`src/rtl/cpu_pkg.sv`:
```
// rtl/cpu_pkg.sv - shared encodings and instruction field positions for cpu_multicycle_p
package cpu_pkg;

    typedef enum logic [2:0] {
        S_WAIT,
        S_DECODE,
        S_WRITE_IMM,
        S_GET_A,
        S_GET_B,
        S_EXEC,
        S_WRITE_REG,
        S_HALT
    } state_t;

    localparam logic [2:0] OPC_ALU  = 3'b101;
    localparam logic [2:0] OPC_MOV  = 3'b110;
    localparam logic [2:0] OPC_HALT = 3'b111;

    localparam logic [1:0] OP_MOV_REG = 2'b00;
    localparam logic [1:0] OP_MOV_IMM = 2'b10;
    localparam logic [1:0] OP_ADD     = 2'b00;
    localparam logic [1:0] OP_CMP     = 2'b01;
    localparam logic [1:0] OP_AND     = 2'b10;
    localparam logic [1:0] OP_MVN     = 2'b11;

    localparam logic [1:0] SH_NONE = 2'b00;
    localparam logic [1:0] SH_LSL1 = 2'b01;
    localparam logic [1:0] SH_LSR1 = 2'b10;
    localparam logic [1:0] SH_ASR1 = 2'b11;

    localparam int OPC_HI = 15, OPC_LO = 13;
    localparam int OP_HI  = 12, OP_LO  = 11;
    localparam int RN_HI  = 10, RN_LO  = 8;
    localparam int RD_HI  = 7,  RD_LO  = 5;
    localparam int SH_HI  = 4,  SH_LO  = 3;
    localparam int RM_HI  = 2,  RM_LO  = 0;
    localparam int IMM_HI = 7,  IMM_LO = 0;

endpackage

```
`src/rtl/cpu_regfile.sv`:
```
// rtl/cpu_regfile.sv - NREG x DATA_W register file, one sync write port, two async read ports
module cpu_regfile #(
    parameter int DATA_W = 16,
    parameter int NREG   = 8
) (
    input  logic              clk,
    input  logic              reset,
    input  logic              we,
    input  logic [2:0]        waddr,
    input  logic [DATA_W-1:0] wdata,
    input  logic [2:0]        raddr_a,
    input  logic [2:0]        raddr_b,
    output logic [DATA_W-1:0] rdata_a,
    output logic [DATA_W-1:0] rdata_b
);

    logic [DATA_W-1:0] regs [NREG];

    // Indices at or above NREG match no entry: writes vanish, reads return zero.
    always_ff @(posedge clk or negedge reset) begin
        if (!reset) begin
            for (int i = 0; i < NREG; i++) regs[i] <= '0;
        end else begin
            for (int i = 0; i < NREG; i++) begin
                if (we && waddr == i[2:0]) regs[i] <= wdata;
            end
        end
    end

    always_comb begin
        rdata_a = '0;
        rdata_b = '0;
        for (int i = 0; i < NREG; i++) begin
            if (raddr_a == i[2:0]) rdata_a = regs[i];
            if (raddr_b == i[2:0]) rdata_b = regs[i];
        end
    end

endmodule

```
`src/rtl/cpu_multicycle_p.sv`:
```
// rtl/cpu_multicycle_p.sv - multicycle MOV/ALU core; CPU_HALT_EN makes opcode 111 a sticky HALT
module cpu_multicycle_p
    import cpu_pkg::*;
#(
    parameter int DATA_W = 16,
    parameter int NREG   = 8
) (
    input  logic              clk,
    input  logic              reset,
    input  logic              s,
    input  logic              load,
    input  logic [15:0]       in,
    output logic [DATA_W-1:0] out,
    output logic              N,
    output logic              V,
    output logic              Z,
    output logic              w
);

    state_t            state, state_nx;
    logic [15:0]       ir;
    logic [DATA_W-1:0] a_reg, b_reg, c_reg;
    logic [DATA_W-1:0] rd_a, rd_b, b_sh, alu_out, sximm8, wdata;
    logic [2:0]        opcode, rn, rd, rm, waddr;
    logic [1:0]        op, sh;
    logic [7:0]        imm8;
    logic              we, is_cmp;

    assign opcode = ir[OPC_HI:OPC_LO];
    assign op     = ir[OP_HI:OP_LO];
    assign rn     = ir[RN_HI:RN_LO];
    assign rd     = ir[RD_HI:RD_LO];
    assign sh     = ir[SH_HI:SH_LO];
    assign rm     = ir[RM_HI:RM_LO];
    assign imm8   = ir[IMM_HI:IMM_LO];
    assign sximm8 = {{(DATA_W-8){imm8[7]}}, imm8};
    assign is_cmp = (opcode == OPC_ALU) && (op == OP_CMP);
    assign w      = (state == S_WAIT);
    assign out    = c_reg;

    assign we    = (state == S_WRITE_IMM) || (state == S_WRITE_REG);
    assign waddr = (state == S_WRITE_IMM) ? rn : rd;
    assign wdata = (state == S_WRITE_IMM) ? sximm8 : c_reg;

    cpu_regfile #(.DATA_W(DATA_W), .NREG(NREG)) u_regfile (
        .clk     (clk),
        .reset   (reset),
        .we      (we),
        .waddr   (waddr),
        .wdata   (wdata),
        .raddr_a (rn),
        .raddr_b (rm),
        .rdata_a (rd_a),
        .rdata_b (rd_b)
    );

    always_comb begin
        b_sh = b_reg;
        case (sh)
            SH_LSL1: b_sh = {b_reg[DATA_W-2:0], 1'b0};
            SH_LSR1: b_sh = {1'b0, b_reg[DATA_W-1:1]};
            SH_ASR1: b_sh = {b_reg[DATA_W-1], b_reg[DATA_W-1:1]};
            default: b_sh = b_reg;
        endcase
    end

    // MOV reg shares the ADD path with A cleared in GET_B.
    always_comb begin
        alu_out = a_reg + b_sh;
        case (op)
            OP_CMP:  alu_out = a_reg - b_sh;
            OP_AND:  alu_out = a_reg & b_sh;
            OP_MVN:  alu_out = ~b_sh;
            default: alu_out = a_reg + b_sh;
        endcase
    end

    always_ff @(posedge clk or negedge reset) begin
        if (!reset) begin
            ir    <= '0;
            a_reg <= '0;
            b_reg <= '0;
            c_reg <= '0;
            N     <= 1'b0;
            V     <= 1'b0;
            Z     <= 1'b0;
        end else begin
            if (load && state == S_WAIT) ir <= in;
            case (state)
                S_GET_A: a_reg <= rd_a;
                S_GET_B: begin
                    b_reg <= rd_b;
                    if (opcode == OPC_MOV) a_reg <= '0;
                end
                S_EXEC: begin
                    c_reg <= alu_out;
                    if (is_cmp) begin
                        Z <= (alu_out == '0);
                        N <= alu_out[DATA_W-1];
                        V <= (a_reg[DATA_W-1] ^ b_sh[DATA_W-1]) &
                             (alu_out[DATA_W-1] ^ a_reg[DATA_W-1]);
                    end
                end
                default: ;
            endcase
        end
    end

    always_ff @(posedge clk or negedge reset) begin
        if (!reset) state <= S_WAIT;
        else        state <= state_nx;
    end

    always_comb begin
        state_nx = state;
        case (state)
            S_WAIT: if (s) state_nx = S_DECODE;
            S_DECODE: begin
                state_nx = S_WAIT;
                if (opcode == OPC_MOV && op == OP_MOV_IMM)      state_nx = S_WRITE_IMM;
                else if (opcode == OPC_MOV && op == OP_MOV_REG) state_nx = S_GET_B;
                else if (opcode == OPC_ALU)                     state_nx = S_GET_A;
`ifdef CPU_HALT_EN
                else if (opcode == OPC_HALT)                    state_nx = S_HALT;
`endif
            end
            S_WRITE_IMM: state_nx = S_WAIT;
            S_GET_A:     state_nx = S_GET_B;
            S_GET_B:     state_nx = S_EXEC;
            S_EXEC:      state_nx = is_cmp ? S_WAIT : S_WRITE_REG;
            S_WRITE_REG: state_nx = S_WAIT;
`ifdef CPU_HALT_EN
            S_HALT:      state_nx = S_HALT;
`endif
            default:     state_nx = S_WAIT;
        endcase
    end

endmodule

```
`config.mk`:
```
export PLATFORM = sky130hd
export DESIGN_NAME = cpu_multicycle_p
export DESIGN_NICKNAME = d
export VERILOG_FILES = /design/src/rtl/cpu_pkg.sv /design/src/rtl/cpu_regfile.sv /design/src/rtl/cpu_multicycle_p.sv
export SDC_FILE = /design/constraint.sdc
export NUM_CORES = 1
export LEC_CHECK = 0
export ABC_AREA = 1
export CORE_MARGIN = 3
export CORE_UTILIZATION = 40
export CTS_BUF_LIST = sky130_fd_sc_hd__clkbuf_16
export DETAILED_ROUTE_END_ITERATION = 7
export PLACE_DENSITY = 0.66
export SLEW_MARGIN = 5
export SYNTH_ARGS = -nofsm -noshare
export SYNTH_HDL_FRONTEND = slang
export SYNTH_SLANG_ARGS = --single-unit
```
`constraint.sdc`:
```
create_clock -name clk -period 4.3 [get_ports clk]
set_clock_uncertainty 0.15 [all_clocks]
set_input_delay 1.29 -clock clk [delete_from_list [all_inputs] [get_ports clk]]
set_output_delay 1.29 -clock clk [all_outputs]
set_load 0.1 [all_outputs]
```
# After elaboration in Yosys (flattened, before gate mapping)
# Cells that the tools add are included.
# W data, S select, Z words.
# word_totals
out_inout_bits	20
wordCells	110
input_bits	20
regBits	198
# classes
add_sub_neg	2
n_mux	28
eq_ne	37
n_reduce_logical	22
bitwise_logic	5
# op_table
cell	n
$mux W16	18
$pmux W16 S3	2
$eq A3 B3 Y1 const B	17
$pmux W16 S2	1
$eq A3 B2 Y1 const B	8
$add A16 B16 Y16	1
$and A16 B16 Y16	1
$logic_not A16 Y1	1
$not A16 Y16	1
$sub A16 B16 Y16	1
$mux W3	5
$pmux W3 S5	1
$eq A3 B1 Y1 const B	4
$logic_and A1 B1 Y1	12
$logic_not A3 Y1	4
$eq A2 B2 Y1 const B	4
$eq A2 B1 Y1 const B	2
$ne A2 B2 Y1 const B	2
$reduce_and A2 Y1	2
$logic_not A2 Y1	1
$mux W2	1
$reduce_bool A2 Y1	1
$xor A1 B1 Y1	2
$and A1 B1 Y1	1
$logic_or A1 B1 Y1	1

# Logic depth before layout (Yosys ltp)
# Gate-level depths: netlist of run 1.
# depth
word_depth	10
depth_mapped	28

# Hierarchy
# Synthesis of run 1 repeated with hierarchy kept, for this count alone.
# unflattened
hier_cells	1569
area_unflattened_um2	11881.4
# by_module_without_submodules
module	seq_area_each_um2	cells_per_inst	n_inst	area_per_inst_um2
cpu_regfile	3203.1	869	1	6811.5
cpu_multicycle_p	1751.7	700	1	5069.9

# Least setup slack after synthesis of run 1
# No wires, ideal clock.
# synth_timing
path_type	register to output
start	register state[1]
end	output port w
path_slack_ps	1002
arrival_ps	1858
t_required_ps	2860
path_stages_with_launch	4
path_cell_list	dfrtp_1 -> nor2_1 -> inv_1 -> nor2_1
# synth_via
elab_chain_len	1
# synth_rtl
element	line	text
start: declaration	cpu_multicycle_p.sv:20	state_t state, state_nx;
start signal: assignment	cpu_multicycle_p.sv:111	else state <= state_nx;
$logic_not A3 Y1	cpu_multicycle_p.sv:38	assign w = (state == S_WAIT);
end: declaration	cpu_multicycle_p.sv:17	output logic w
# Every way passes these cells.

# Worst setup path after layout of run 1
# layout_timing
start	register ir[4]
end	register Z
# layout_via
elab_chain_len	5
word_cells_on_any_way	10
cone_classes	2 x add/sub; 3 x eq/ne; 2 x mux; 2 x bitwise; 1 x reduce/logical
# layout_rtl
element	line	text
start: declaration	cpu_multicycle_p.sv:21	logic [15:0] ir;
start signal: assignment	cpu_multicycle_p.sv:88	if (load && state == S_WAIT) ir <= in;
$eq A2 B2 Y1 / $eq A2 B1 Y1 (equally long branches)	cpu_multicycle_p.sv:59	case (sh)
$pmux W16 S3 (*)	cpu_multicycle_p.sv:59	
$add A16 B16 Y16, or another cell as far along	cpu_multicycle_p.sv:74	default: alu_out = a_reg + b_sh;
$pmux W16 S3 (*)	cpu_multicycle_p.sv:70	case (op)
$logic_not A16 Y1 (*)	cpu_multicycle_p.sv:98	Z <= (alu_out == '0);
end signal: assignment	cpu_multicycle_p.sv:98	
end: declaration	cpu_multicycle_p.sv:16	output logic Z,
# Mark *: on every way between the ends. The rest lies on a longest branch, timed or not.
# A chain may end at the register's enable or synchronous reset.

==> flow_summary.html, run 1 <==
<table>
<tr><th>Metric</th><th>Value</th></tr>
<tr><th colspan="2">Worst setup path</th></tr>
<tr><td>CP required</td><td>4530 ps</td></tr>
<tr><td>Launching instance or port of the critical path</td><td>ir[4]$_DFFE_PN0P_</td></tr>
<tr><td>Startpoint of the worst register-to-register path</td><td>ir[4]$_DFFE_PN0P_</td></tr>
<tr><td>Critical path launch point type</td><td>flip-flop</td></tr>
<tr><td>Endpoint arrival time on the critical path</td><td>4000 ps</td></tr>
<tr><td>Minimum setup slack among reg-to-reg paths</td><td>530 ps</td></tr>
<tr><td>WS Path Type</td><td>reg2reg</td></tr>
<tr><td>Critical Path Sink Type</td><td>flip-flop</td></tr>
<tr><td>Crit-path max FO</td><td>13</td></tr>
<tr><th colspan="2">Drt</th></tr>
<tr><td>DRT Pass-1 Iters</td><td>5</td></tr>
<tr><td>DRC marker count from the first detailed-route iteration</td><td>932</td></tr>
<tr><td>Final routed DRC violation total</td><td>0</td></tr>
<tr><td>Routed length per instance</td><td>17.9 microns</td></tr>
<tr><td>Detail-routed via count per cell</td><td>5.44</td></tr>
<tr><td>Number of routed nets with antenna violations</td><td>0</td></tr>
<tr><td>Total wire length</td><td>33,600 microns</td></tr>
<tr><td>Count of vias placed by the detailed router</td><td>10,206</td></tr>
<tr><th colspan="2">CTS</th></tr>
<tr><td>Clock tree from TritonCTS</td><td>yes</td></tr>
<tr><td>CTS Buf Count</td><td>17</td></tr>
<tr><td>Number of levels in the clock H-tree</td><td>4</td></tr>
<tr><td>Root buffer cell</td><td>sky130_fd_sc_hd__clkbuf_16</td></tr>
<tr><td>Maximum buffer depth of the clock tree</td><td>2</td></tr>
<tr><td>Post-CTS setup repair buffer count</td><td>0</td></tr>
<tr><td>Clock insertion delay at the later pin of the skew report</td><td>450 ps</td></tr>
<tr><td>Sink Count</td><td>198</td></tr>
<tr><td>Clk pin slew, worst setup/hold paths</td><td>80 ps</td></tr>
<tr><th colspan="2">Logic synthesis</th></tr>
<tr><td>Share of synthesized area occupied by flip-flops and latches</td><td>44.3%</td></tr>
<tr><td>Total nets after synthesis</td><td>1,513</td></tr>
<tr><td>Number of enable-type register cells in the synthesized netlist</td><td>0</td></tr>
<tr><td>Mapped Area</td><td>11,200 sq um</td></tr>
<tr><td>Post-synth ARST share</td><td>100%</td></tr>
<tr><td>Syn Area/Cell</td><td>7.58 sq um</td></tr>
<tr><td>Warning count from the yosys run</td><td>0</td></tr>
<tr><td>Synthesized instance count</td><td>1,475</td></tr>
<tr><td>Synth unique cells</td><td>52</td></tr>
<tr><td>Flip-flop and latch count after synthesis</td><td>198</td></tr>
<tr><td>Most used flip-flop cell after synthesis</td><td>sky130_fd_sc_hd__dfrtp_1</td></tr>
<tr><th colspan="2">Floorplanning</th></tr>
<tr><td>Initial Util</td><td>41.0%</td></tr>
<tr><td>Horizontal die dimension</td><td>173 microns</td></tr>
<tr><td>Area of the core region</td><td>27,300 sq um</td></tr>
<tr><td>Number of rows in the core area</td><td>60</td></tr>
<tr><td>Die Y-Extent</td><td>173 microns</td></tr>
<tr><td>Top Ports</td><td>40</td></tr>
<tr><td>DIE AREA</td><td>30,000 sq um</td></tr>
<tr><th colspan="2">STA</th></tr>
<tr><td>Slew Viols, Final</td><td>0</td></tr>
<tr><td>Max transition margin</td><td>21.7%</td></tr>
<tr><td>Max Fclk</td><td>265 MHz</td></tr>
<tr><td>Final count of negative-setup-slack endpoints</td><td>0</td></tr>
<tr><td>Final number of hold-violating endpoints</td><td>0</td></tr>
<tr><td>Clock period minus final worst setup slack</td><td>3770 ps</td></tr>
<tr><td>Final sum of negative setup slack</td><td>0 ps</td></tr>
<tr><td>Measured slew at the worst slew-check pin</td><td>1150 ps</td></tr>
<tr><td>Final cycle utilization of the critical path</td><td>87.7%</td></tr>
<tr><td>Setup repair after global routing missed its margin</td><td>false</td></tr>
<tr><th colspan="2">Min path</th></tr>
<tr><td>Hold Crit Start</td><td>V$_DFFE_PN0P_</td></tr>
<tr><td>Min-delay worst type</td><td>reg2reg</td></tr>
<tr><th colspan="2">Place</th></tr>
<tr><td>PortBufs</td><td>39</td></tr>
<tr><td>Detailed-placement wirelength estimate</td><td>25,100 microns</td></tr>
<tr><td>Gpl congestion</td><td>0.892</td></tr>
<tr><td>Post-place instance area</td><td>11,900 sq um</td></tr>
<tr><th colspan="2">Cells and area</th></tr>
<tr><td>FILL cells</td><td>2,746</td></tr>
<tr><td>Count of nets after finishing</td><td>1,531</td></tr>
<tr><td>Post-layout instance area</td><td>12,500 sq um</td></tr>
<tr><td>Largest register FFs</td><td>128</td></tr>
<tr><td>Area growth syn-to-layout</td><td>12.1%</td></tr>
<tr><td>Commonest cells after routing, fill and taps aside</td><td>sky130_fd_sc_hd__nand2_1 (412), sky130_fd_sc_hd__dfrtp_1 (197), sky130_fd_sc_hd__o21ai_0 (195), sky130_fd_sc_hd__inv_1 (146), sky130_fd_sc_hd__nor2_1 (83)</td></tr>
<tr><td>Fraction of layout cells with a size suffix above 1</td><td>8.04%</td></tr>
<tr><td>Commonest non-fill, non-tap cell in the layout</td><td>sky130_fd_sc_hd__nand2_1</td></tr>
<tr><td>Register ranked first by flip-flop count</td><td>u_regfile.regs</td></tr>
<tr><td>Antenna cell count</td><td>0</td></tr>
<tr><th colspan="2">Power</th></tr>
<tr><td>Cell area power density</td><td>908 nW/um^2</td></tr>
<tr><td>Cell leakage power</td><td>5.74 nW</td></tr>
<tr><td>IR drop worst, VDD</td><td>0.356 mV</td></tr>
<tr><th colspan="2">Global route</th></tr>
<tr><td>Initial antenna violation count</td><td>0</td></tr>
<tr><td>First-pass GRT wire length</td><td>54,400 microns</td></tr>
<tr><td>Maximum number of pins on one net before global-route repair</td><td>91</td></tr>
<tr><td>GRT Overall Usage</td><td>22.7%</td></tr>
<tr><td>Via count of the first global-routing pass</td><td>9,676</td></tr>
<tr><td>Final global-route overflow total</td><td>0</td></tr>
<tr><th colspan="2">Run</th></tr>
<tr><td>Max-capacitance violation count</td><td>0</td></tr>
<tr><th colspan="2">Run status</th></tr>
<tr><td>Result of the run</td><td>complete, no violations</td></tr>
</table>
## worst max-delay path, stage by stage (launching register included)
cell,delay [ps]
sky130_fd_sc_hd__dfrtp_1,530
sky130_fd_sc_hd__buf_4,250
sky130_fd_sc_hd__nor2_1,90
sky130_fd_sc_hd__nand2_1,70
sky130_fd_sc_hd__nand3_2,120
sky130_fd_sc_hd__nor2_2,120
sky130_fd_sc_hd__nand2_2,90
sky130_fd_sc_hd__nor2_4,150
sky130_fd_sc_hd__nand2_1,80
sky130_fd_sc_hd__nor2_1,130
sky130_fd_sc_hd__nor2_1,90
sky130_fd_sc_hd__xnor2_1,130
sky130_fd_sc_hd__ha_1,370
sky130_fd_sc_hd__nand2_1,90
sky130_fd_sc_hd__nor2_1,190
sky130_fd_sc_hd__nand3_1,120
sky130_fd_sc_hd__nand3_1,120
sky130_fd_sc_hd__nand2_1,50
sky130_fd_sc_hd__nand3_1,100
sky130_fd_sc_hd__nand2_1,90
sky130_fd_sc_hd__inv_1,60
sky130_fd_sc_hd__nand2_1,40
sky130_fd_sc_hd__nor2_1,130
sky130_fd_sc_hd__nand4_1,120
sky130_fd_sc_hd__nor2_1,100
sky130_fd_sc_hd__nand2_1,60
sky130_fd_sc_hd__nand2_1,50
## path summary, 6_finish.rpt
check / depth (start not counted) / end
worst max-delay path: 26 / Z$_DFFE_PN0P_
worst min-delay path: 2 / V$_DFFE_PN0P_
worst max register to register: 26 / Z$_DFFE_PN0P_
worst min register to register: 2 / V$_DFFE_PN0P_
max in group asynchronous: 2 / u_regfile.regs[93]$_DFFE_PN0P_
min in group asynchronous: 1 / u_regfile.regs[121]$_DFFE_PN0P_
## stage by stage
| step | hold slack (ps) | util (%) | power, mW | setup slack (ps) | cells |
|---|---|---|---|---|---|
| 4_1_cts | 340 | 46.0 | 11.4 | 430 | 1877 |
| 2_1_floorplan | 303 | - | 7.79 | 1000 | 1475 |
| 3_3_place_gp | 316 | 43.8 | 9.63 | 510 | 1846 |
| 6_report | 336 | 46.0 | 11.4 | 527 | 1877 |
| 3_5_place_dp | 322 | 43.8 | 9.71 | 461 | 1846 |
| 5_1_grt | 348 | 46.0 | 12.3 | 119 | 1877 |
## cells by family after synthesis
kind of cell               synth area share, %
AOI/OAI and AO/OA                         18.8
adders and majority gates                 2.08
xor gates and xnor gates                  1.17
and+or+nand+nor                           25.1
buffers and inverters                     7.81
muxes                                    0.783
DFF                                       44.3
## final cells by class
type / count / area [sq um] / area share (%)
clock inverter: 14 / 160 / 1.28
inverter: 157 / 592 / 4.72
multi-input combinational: 1056 / 5370 / 42.8
sequential: 198 / 4960 / 39.5
tap: 372 / 465 / 3.71
clock buffer: 17 / 425 / 3.39
timing repair buffer: 63 / 564 / 4.50
## cell usage after synthesis (6+ instances only)
cell type / number / area, sq um
sky130_fd_sc_hd__clkbuf_1: 48 / 180
sky130_fd_sc_hd__dfrtp_1: 198 / 4950
sky130_fd_sc_hd__nand2_2: 7 / 43.8
sky130_fd_sc_hd__nand2_1: 412 / 1550
sky130_fd_sc_hd__nand3_2: 12 / 120
sky130_fd_sc_hd__nand3b_1: 6 / 45.0
sky130_fd_sc_hd__o22ai_1: 17 / 106
sky130_fd_sc_hd__o211ai_1: 17 / 128
sky130_fd_sc_hd__xor2_1: 12 / 105
sky130_fd_sc_hd__o21ai_0: 195 / 976
sky130_fd_sc_hd__nor2_1: 83 / 312
sky130_fd_sc_hd__nor2_2: 6 / 37.5
sky130_fd_sc_hd__mux2_2: 6 / 67.6
sky130_fd_sc_hd__inv_2: 9 / 33.8
sky130_fd_sc_hd__ha_1: 17 / 213
sky130_fd_sc_hd__buf_2: 12 / 60.1
sky130_fd_sc_hd__a21oi_1: 69 / 345
sky130_fd_sc_hd__nand3_1: 77 / 385
sky130_fd_sc_hd__nor3_1: 9 / 45.0
sky130_fd_sc_hd__inv_1: 146 / 548
sky130_fd_sc_hd__nand4_1: 18 / 113
sky130_fd_sc_hd__o221ai_1: 19 / 166
sky130_fd_sc_hd__a31oi_1: 8 / 50.1
sky130_fd_sc_hd__o21ai_1: 18 / 90.1
## timing repair
action,4_1_cts,5_1_grt
hold buffers,0,0
endpoints found under the hold margin,0,0
endpoints found under the setup margin,0,1
resized for setup,0,1
## metal layers
metal	wire length (microns)	track usage [%]	share of wire [%]	vias up
met5	0	0	0	-
met1	15900	33.1	47	4882
met2	14800	34.7	44	326
li1	-	-	-	4952
met3	1990	3.47	5.9	46
met4	884	7.09	2.6	0
## power by group
| part | switching, mW | internal (mW) |
|---|---|---|
| logic | 4.62 | 2.01 |
| clock network | 0.788 | 0.826 |
| registers | 0.631 | 2.49 |
| total | 6.04 | 5.33 |
Power figures use the tool's default switching activity.
==> inputs of run 2 (changes only) <==
--- a/config.mk
+++ b/config.mk
@@ -6,11 +6,12 @@
 export NUM_CORES = 1
 export LEC_CHECK = 0
 export ABC_AREA = 1
+export CAP_MARGIN = 20
 export CORE_MARGIN = 3
-export CORE_UTILIZATION = 40
+export CORE_UTILIZATION = 30
 export CTS_BUF_LIST = sky130_fd_sc_hd__clkbuf_16
 export DETAILED_ROUTE_END_ITERATION = 7
-export PLACE_DENSITY = 0.66
+export PLACE_DENSITY = 0.55
 export SLEW_MARGIN = 5
 export SYNTH_ARGS = -nofsm -noshare
 export SYNTH_HDL_FRONTEND = slang
==> run 2 against run 1 <==
  * Critical path depth is 1 lower
  * Sequential power is 2% lower
  * Non-clock buffer count is 7 higher
  * Cell count is 5.5% higher
  * Final area is 2.3% higher
  * Combinational power is 3.6% higher
==> flow_summary.html, run 2 (synthesis results as in run 1) <==
<table>
<tr><th>Metric</th><th>Value</th></tr>
<tr><th colspan="2">Run status</th></tr>
<tr><td>Result of the run</td><td>complete, no violations</td></tr>
<tr><th colspan="2">Cells and area</th></tr>
<tr><td>Area growth syn-to-layout</td><td>14.7%</td></tr>
<tr><td>Antenna cell count</td><td>0 (unchanged)</td></tr>
<tr><td>Post-layout instance area</td><td>12,800 sq um (+2.3%)</td></tr>
<tr><td>Commonest cells after routing, fill and taps aside</td><td>sky130_fd_sc_hd__nand2_1 (412), sky130_fd_sc_hd__dfrtp_1 (196), sky130_fd_sc_hd__o21ai_0 (195), sky130_fd_sc_hd__inv_1 (146), sky130_fd_sc_hd__nor2_1 (83)</td></tr>
<tr><td>FILL cells</td><td>3,828 (+39%)</td></tr>
<tr><td>Largest register FFs</td><td>128 (unchanged)</td></tr>
<tr><td>Commonest non-fill, non-tap cell in the layout</td><td>sky130_fd_sc_hd__nand2_1</td></tr>
<tr><td>Fraction of layout cells with a size suffix above 1</td><td>8.66% (+0.62 points)</td></tr>
<tr><td>Register ranked first by flip-flop count</td><td>u_regfile.regs</td></tr>
<tr><td>Count of nets after finishing</td><td>1,538 (+0.46%)</td></tr>
<tr><td>Area used by multi-input combinational logic</td><td>5370 sq um (unchanged)</td></tr>
<tr><td>Area used by sequential logic in the layout</td><td>4960 sq um (about the same)</td></tr>
<tr><th colspan="2">STA</th></tr>
<tr><td>Max transition margin</td><td>31.8% (+10 points)</td></tr>
<tr><td>Final count of negative-setup-slack endpoints</td><td>0 (unchanged)</td></tr>
<tr><td>Final sum of negative setup slack</td><td>0 ps (unchanged)</td></tr>
<tr><td>Setup repair after global routing missed its margin</td><td>false</td></tr>
<tr><td>Final cycle utilization of the critical path</td><td>87.6% (-0.099 points)</td></tr>
<tr><td>Slew Viols, Final</td><td>0 (unchanged)</td></tr>
<tr><td>Final number of hold-violating endpoints</td><td>0 (unchanged)</td></tr>
<tr><td>Max Fclk</td><td>265 MHz (+0.11%)</td></tr>
<tr><td>Clock period minus final worst setup slack</td><td>3770 ps (-4.27 ps)</td></tr>
<tr><td>Measured slew at the worst slew-check pin</td><td>1020 ps (-126 ps)</td></tr>
<tr><th colspan="2">Global route</th></tr>
<tr><td>Final global-route overflow total</td><td>0 (unchanged)</td></tr>
<tr><td>GRT Overall Usage</td><td>18.7% (-3.9 points)</td></tr>
<tr><td>Via count of the first global-routing pass</td><td>9,584 (-0.95%)</td></tr>
<tr><td>Maximum number of pins on one net before global-route repair</td><td>76 (-16%)</td></tr>
<tr><td>Initial antenna violation count</td><td>0 (unchanged)</td></tr>
<tr><td>First-pass GRT wire length</td><td>57,000 microns (+4.9%)</td></tr>
<tr><th colspan="2">Worst setup path</th></tr>
<tr><td>Cell with the most instances on the worst path</td><td>sky130_fd_sc_hd__nand2_1</td></tr>
<tr><td>WS Path Type</td><td>reg2reg</td></tr>
<tr><td>Largest delay contributor family on the critical path</td><td>simple AND/OR/NAND/NOR gates</td></tr>
<tr><td>Max incr delay on CP</td><td>540 ps (about the same)</td></tr>
<tr><td>Startpoint of the worst register-to-register path</td><td>ir[3]$_DFFE_PN0P_</td></tr>
<tr><td>CP required</td><td>4550 ps (+20 ps)</td></tr>
<tr><td>Endpoint arrival time on the critical path</td><td>4020 ps (+20 ps)</td></tr>
<tr><td>Launching instance or port of the critical path</td><td>ir[3]$_DFFE_PN0P_</td></tr>
<tr><td>Critical path launch point type</td><td>flip-flop</td></tr>
<tr><td>Critical Path Sink Type</td><td>flip-flop</td></tr>
<tr><td>Crit-path max FO</td><td>13 (unchanged)</td></tr>
<tr><td>CP Buf/Inv Count</td><td>1 (-1)</td></tr>
<tr><td>Library cell contributing the largest single delay on the critical path</td><td>sky130_fd_sc_hd__dfrtp_2</td></tr>
<tr><th colspan="2">CTS</th></tr>
<tr><td>Sink Count</td><td>198 (unchanged)</td></tr>
<tr><td>CTS Buf Count</td><td>17 (unchanged)</td></tr>
<tr><td>Root buffer cell</td><td>sky130_fd_sc_hd__clkbuf_16</td></tr>
<tr><td>Clock tree from TritonCTS</td><td>yes</td></tr>
<tr><td>Maximum buffer depth of the clock tree</td><td>2 (unchanged)</td></tr>
<tr><td>Number of levels in the clock H-tree</td><td>4 (unchanged)</td></tr>
<tr><td>Clock insertion delay at the later pin of the skew report</td><td>460 ps (about the same)</td></tr>
<tr><td>Clk pin slew, worst setup/hold paths</td><td>80 ps (about the same)</td></tr>
<tr><th colspan="2">Drt</th></tr>
<tr><td>DRC marker count from the first detailed-route iteration</td><td>1,136 (+22%)</td></tr>
<tr><td>Total wire length</td><td>36,400 microns (+8.4%)</td></tr>
<tr><td>Number of routed nets with antenna violations</td><td>0 (unchanged)</td></tr>
<tr><td>Routed length per instance</td><td>18.4 microns (+2.7%)</td></tr>
<tr><td>Final routed DRC violation total</td><td>0 (unchanged)</td></tr>
<tr><td>Count of vias placed by the detailed router</td><td>10,246 (+0.39%)</td></tr>
<tr><td>DRT Pass-1 Iters</td><td>5 (unchanged)</td></tr>
<tr><td>Detail-routed via count per cell</td><td>5.17 (-4.9%)</td></tr>
<tr><th colspan="2">Floorplanning</th></tr>
<tr><td>DIE AREA</td><td>39,600 sq um (+32%)</td></tr>
<tr><td>Initial Util</td><td>30.5% (-11 points)</td></tr>
<tr><td>Top Ports</td><td>40 (unchanged)</td></tr>
<tr><td>Number of rows in the core area</td><td>70 (+17%)</td></tr>
<tr><td>Die Y-Extent</td><td>199 microns (+15%)</td></tr>
<tr><td>Area of the core region</td><td>36,700 sq um (+35%)</td></tr>
<tr><td>Horizontal die dimension</td><td>199 microns (+15%)</td></tr>
<tr><th colspan="2">Power</th></tr>
<tr><td>P_sw</td><td>6.25 mW (+3.4%)</td></tr>
<tr><td>Power share of the clock group</td><td>14.4% (+0.2 points)</td></tr>
<tr><td>Sequential group share of total power</td><td>26.5% (-1.0 points)</td></tr>
<tr><td>Power after layout</td><td>11.6 mW (+2.2%)</td></tr>
<tr><td>Cell leakage power</td><td>5.81 nW (+1.3%)</td></tr>
<tr><td>IR drop worst, VDD</td><td>0.347 mV (-2.7%)</td></tr>
<tr><td>Comb pwr share</td><td>59.2% (+0.9 points)</td></tr>
<tr><td>Cell internal power dissipation</td><td>5.38 mW (+0.78%)</td></tr>
<tr><td>Fraction of power spent switching nets</td><td>53.8% (+0.64 points)</td></tr>
<tr><td>Cell area power density</td><td>906 nW/um^2 (-0.16%)</td></tr>
<tr><th colspan="2">Place</th></tr>
<tr><td>PortBufs</td><td>39 (unchanged)</td></tr>
<tr><td>Post-place instance area</td><td>12,100 sq um (+1.3%)</td></tr>
<tr><td>Detailed-placement wirelength estimate</td><td>26,800 microns (+6.5%)</td></tr>
<tr><td>Gpl congestion</td><td>0.916 (+2.7%)</td></tr>
<tr><th colspan="2">Run</th></tr>
<tr><td>Max-capacitance violation count</td><td>0 (unchanged)</td></tr>
<tr><th colspan="2">Min path</th></tr>
<tr><td>Hold Crit Start</td><td>u_regfile.regs[123]$_DFFE_PN0P_</td></tr>
<tr><td>Min-delay worst type</td><td>reg2reg</td></tr>
</table>
-- run 2: path summary, 6_finish.rpt --
kind	to	slack, ps	depth (start not counted)
min in group asynchronous	u_regfile.regs[80]$_DFFE_PN0P_	700	1
min reg2reg	u_regfile.regs[123]$_DFFE_PN0P_	340	2
max	Z$_DFFE_PN0P_	530	25
max in group asynchronous	ir[4]$_DFFE_PN0P_	2430	2
max reg2reg	Z$_DFFE_PN0P_	530	25
min	u_regfile.regs[123]$_DFFE_PN0P_	340	2
-- run 2: timing repair --
item                                   in CTS  in global routing
endpoints found under the hold margin       0                  0
hold buffers                                0                  0
gates resized for setup                     0                  2
setup endpoints to repair                   0                  1
buffers inserted                            0                  0
-- run 2: layout make-up --
class,count,area share [%]
Inverter,157,4.61
Clock buffer,17,3.32
Tap cell,468,4.56
Clock inverter,15,1.42
Sequential cell,198,38.6
Multi-Input combinational cell,1056,41.9
Timing Repair Buffer,70,5.57
-- run 2: routing by layer --
| metal | wire (microns) | GRT usage (%) | share of wire [%] |
|---|---|---|---|
| met1 | 17100 | 27.4 | 47 |
| met2 | 16300 | 28.6 | 45 |
| met3 | 2340 | 3.91 | 6.4 |
| met4 | 613 | 4.19 | 1.7 |
| met5 | 0 | 0 | 0 |
-- run 2: worst register-to-register path: cells and delay by family (launching register included) --
kind | cells | cell delay [ps]
buffers and inverters | 1 | 80
adders and majority gates | 1 | 380
xor gates and xnor gates | 1 | 130
DFF | 1 | 540
and+or+nand+nor | 22 | 2440
-- run 2: metrics by stage --
| stage | utilization [%] | setup WS, ps | cells | hold WS (ps) |
|---|---|---|---|---|
| 2_1_floorplan | - | 1000 | 1475 | 303 |
| 3_3_place_gp | 32.9 | 459 | 1943 | 316 |
| 3_5_place_dp | 33.0 | 353 | 1944 | 319 |
| 4_1_cts | 34.6 | 351 | 1976 | 342 |
| 5_1_grt | 35.0 | 96.9 | 1981 | 359 |
| 6_report | 35.0 | 531 | 1981 | 340 |
-- run 2: power groups by stage --
stage,clock (mW),combinational (mW),sequential (mW)
3_3_place_gp,0,6.79,3.09
2_1_floorplan,0,4.38,3.42
4_1_cts,1.70,6.83,3.07
6_report,1.67,6.88,3.08
3_5_place_dp,0,6.80,3.10
5_1_grt,1.78,7.68,3.17
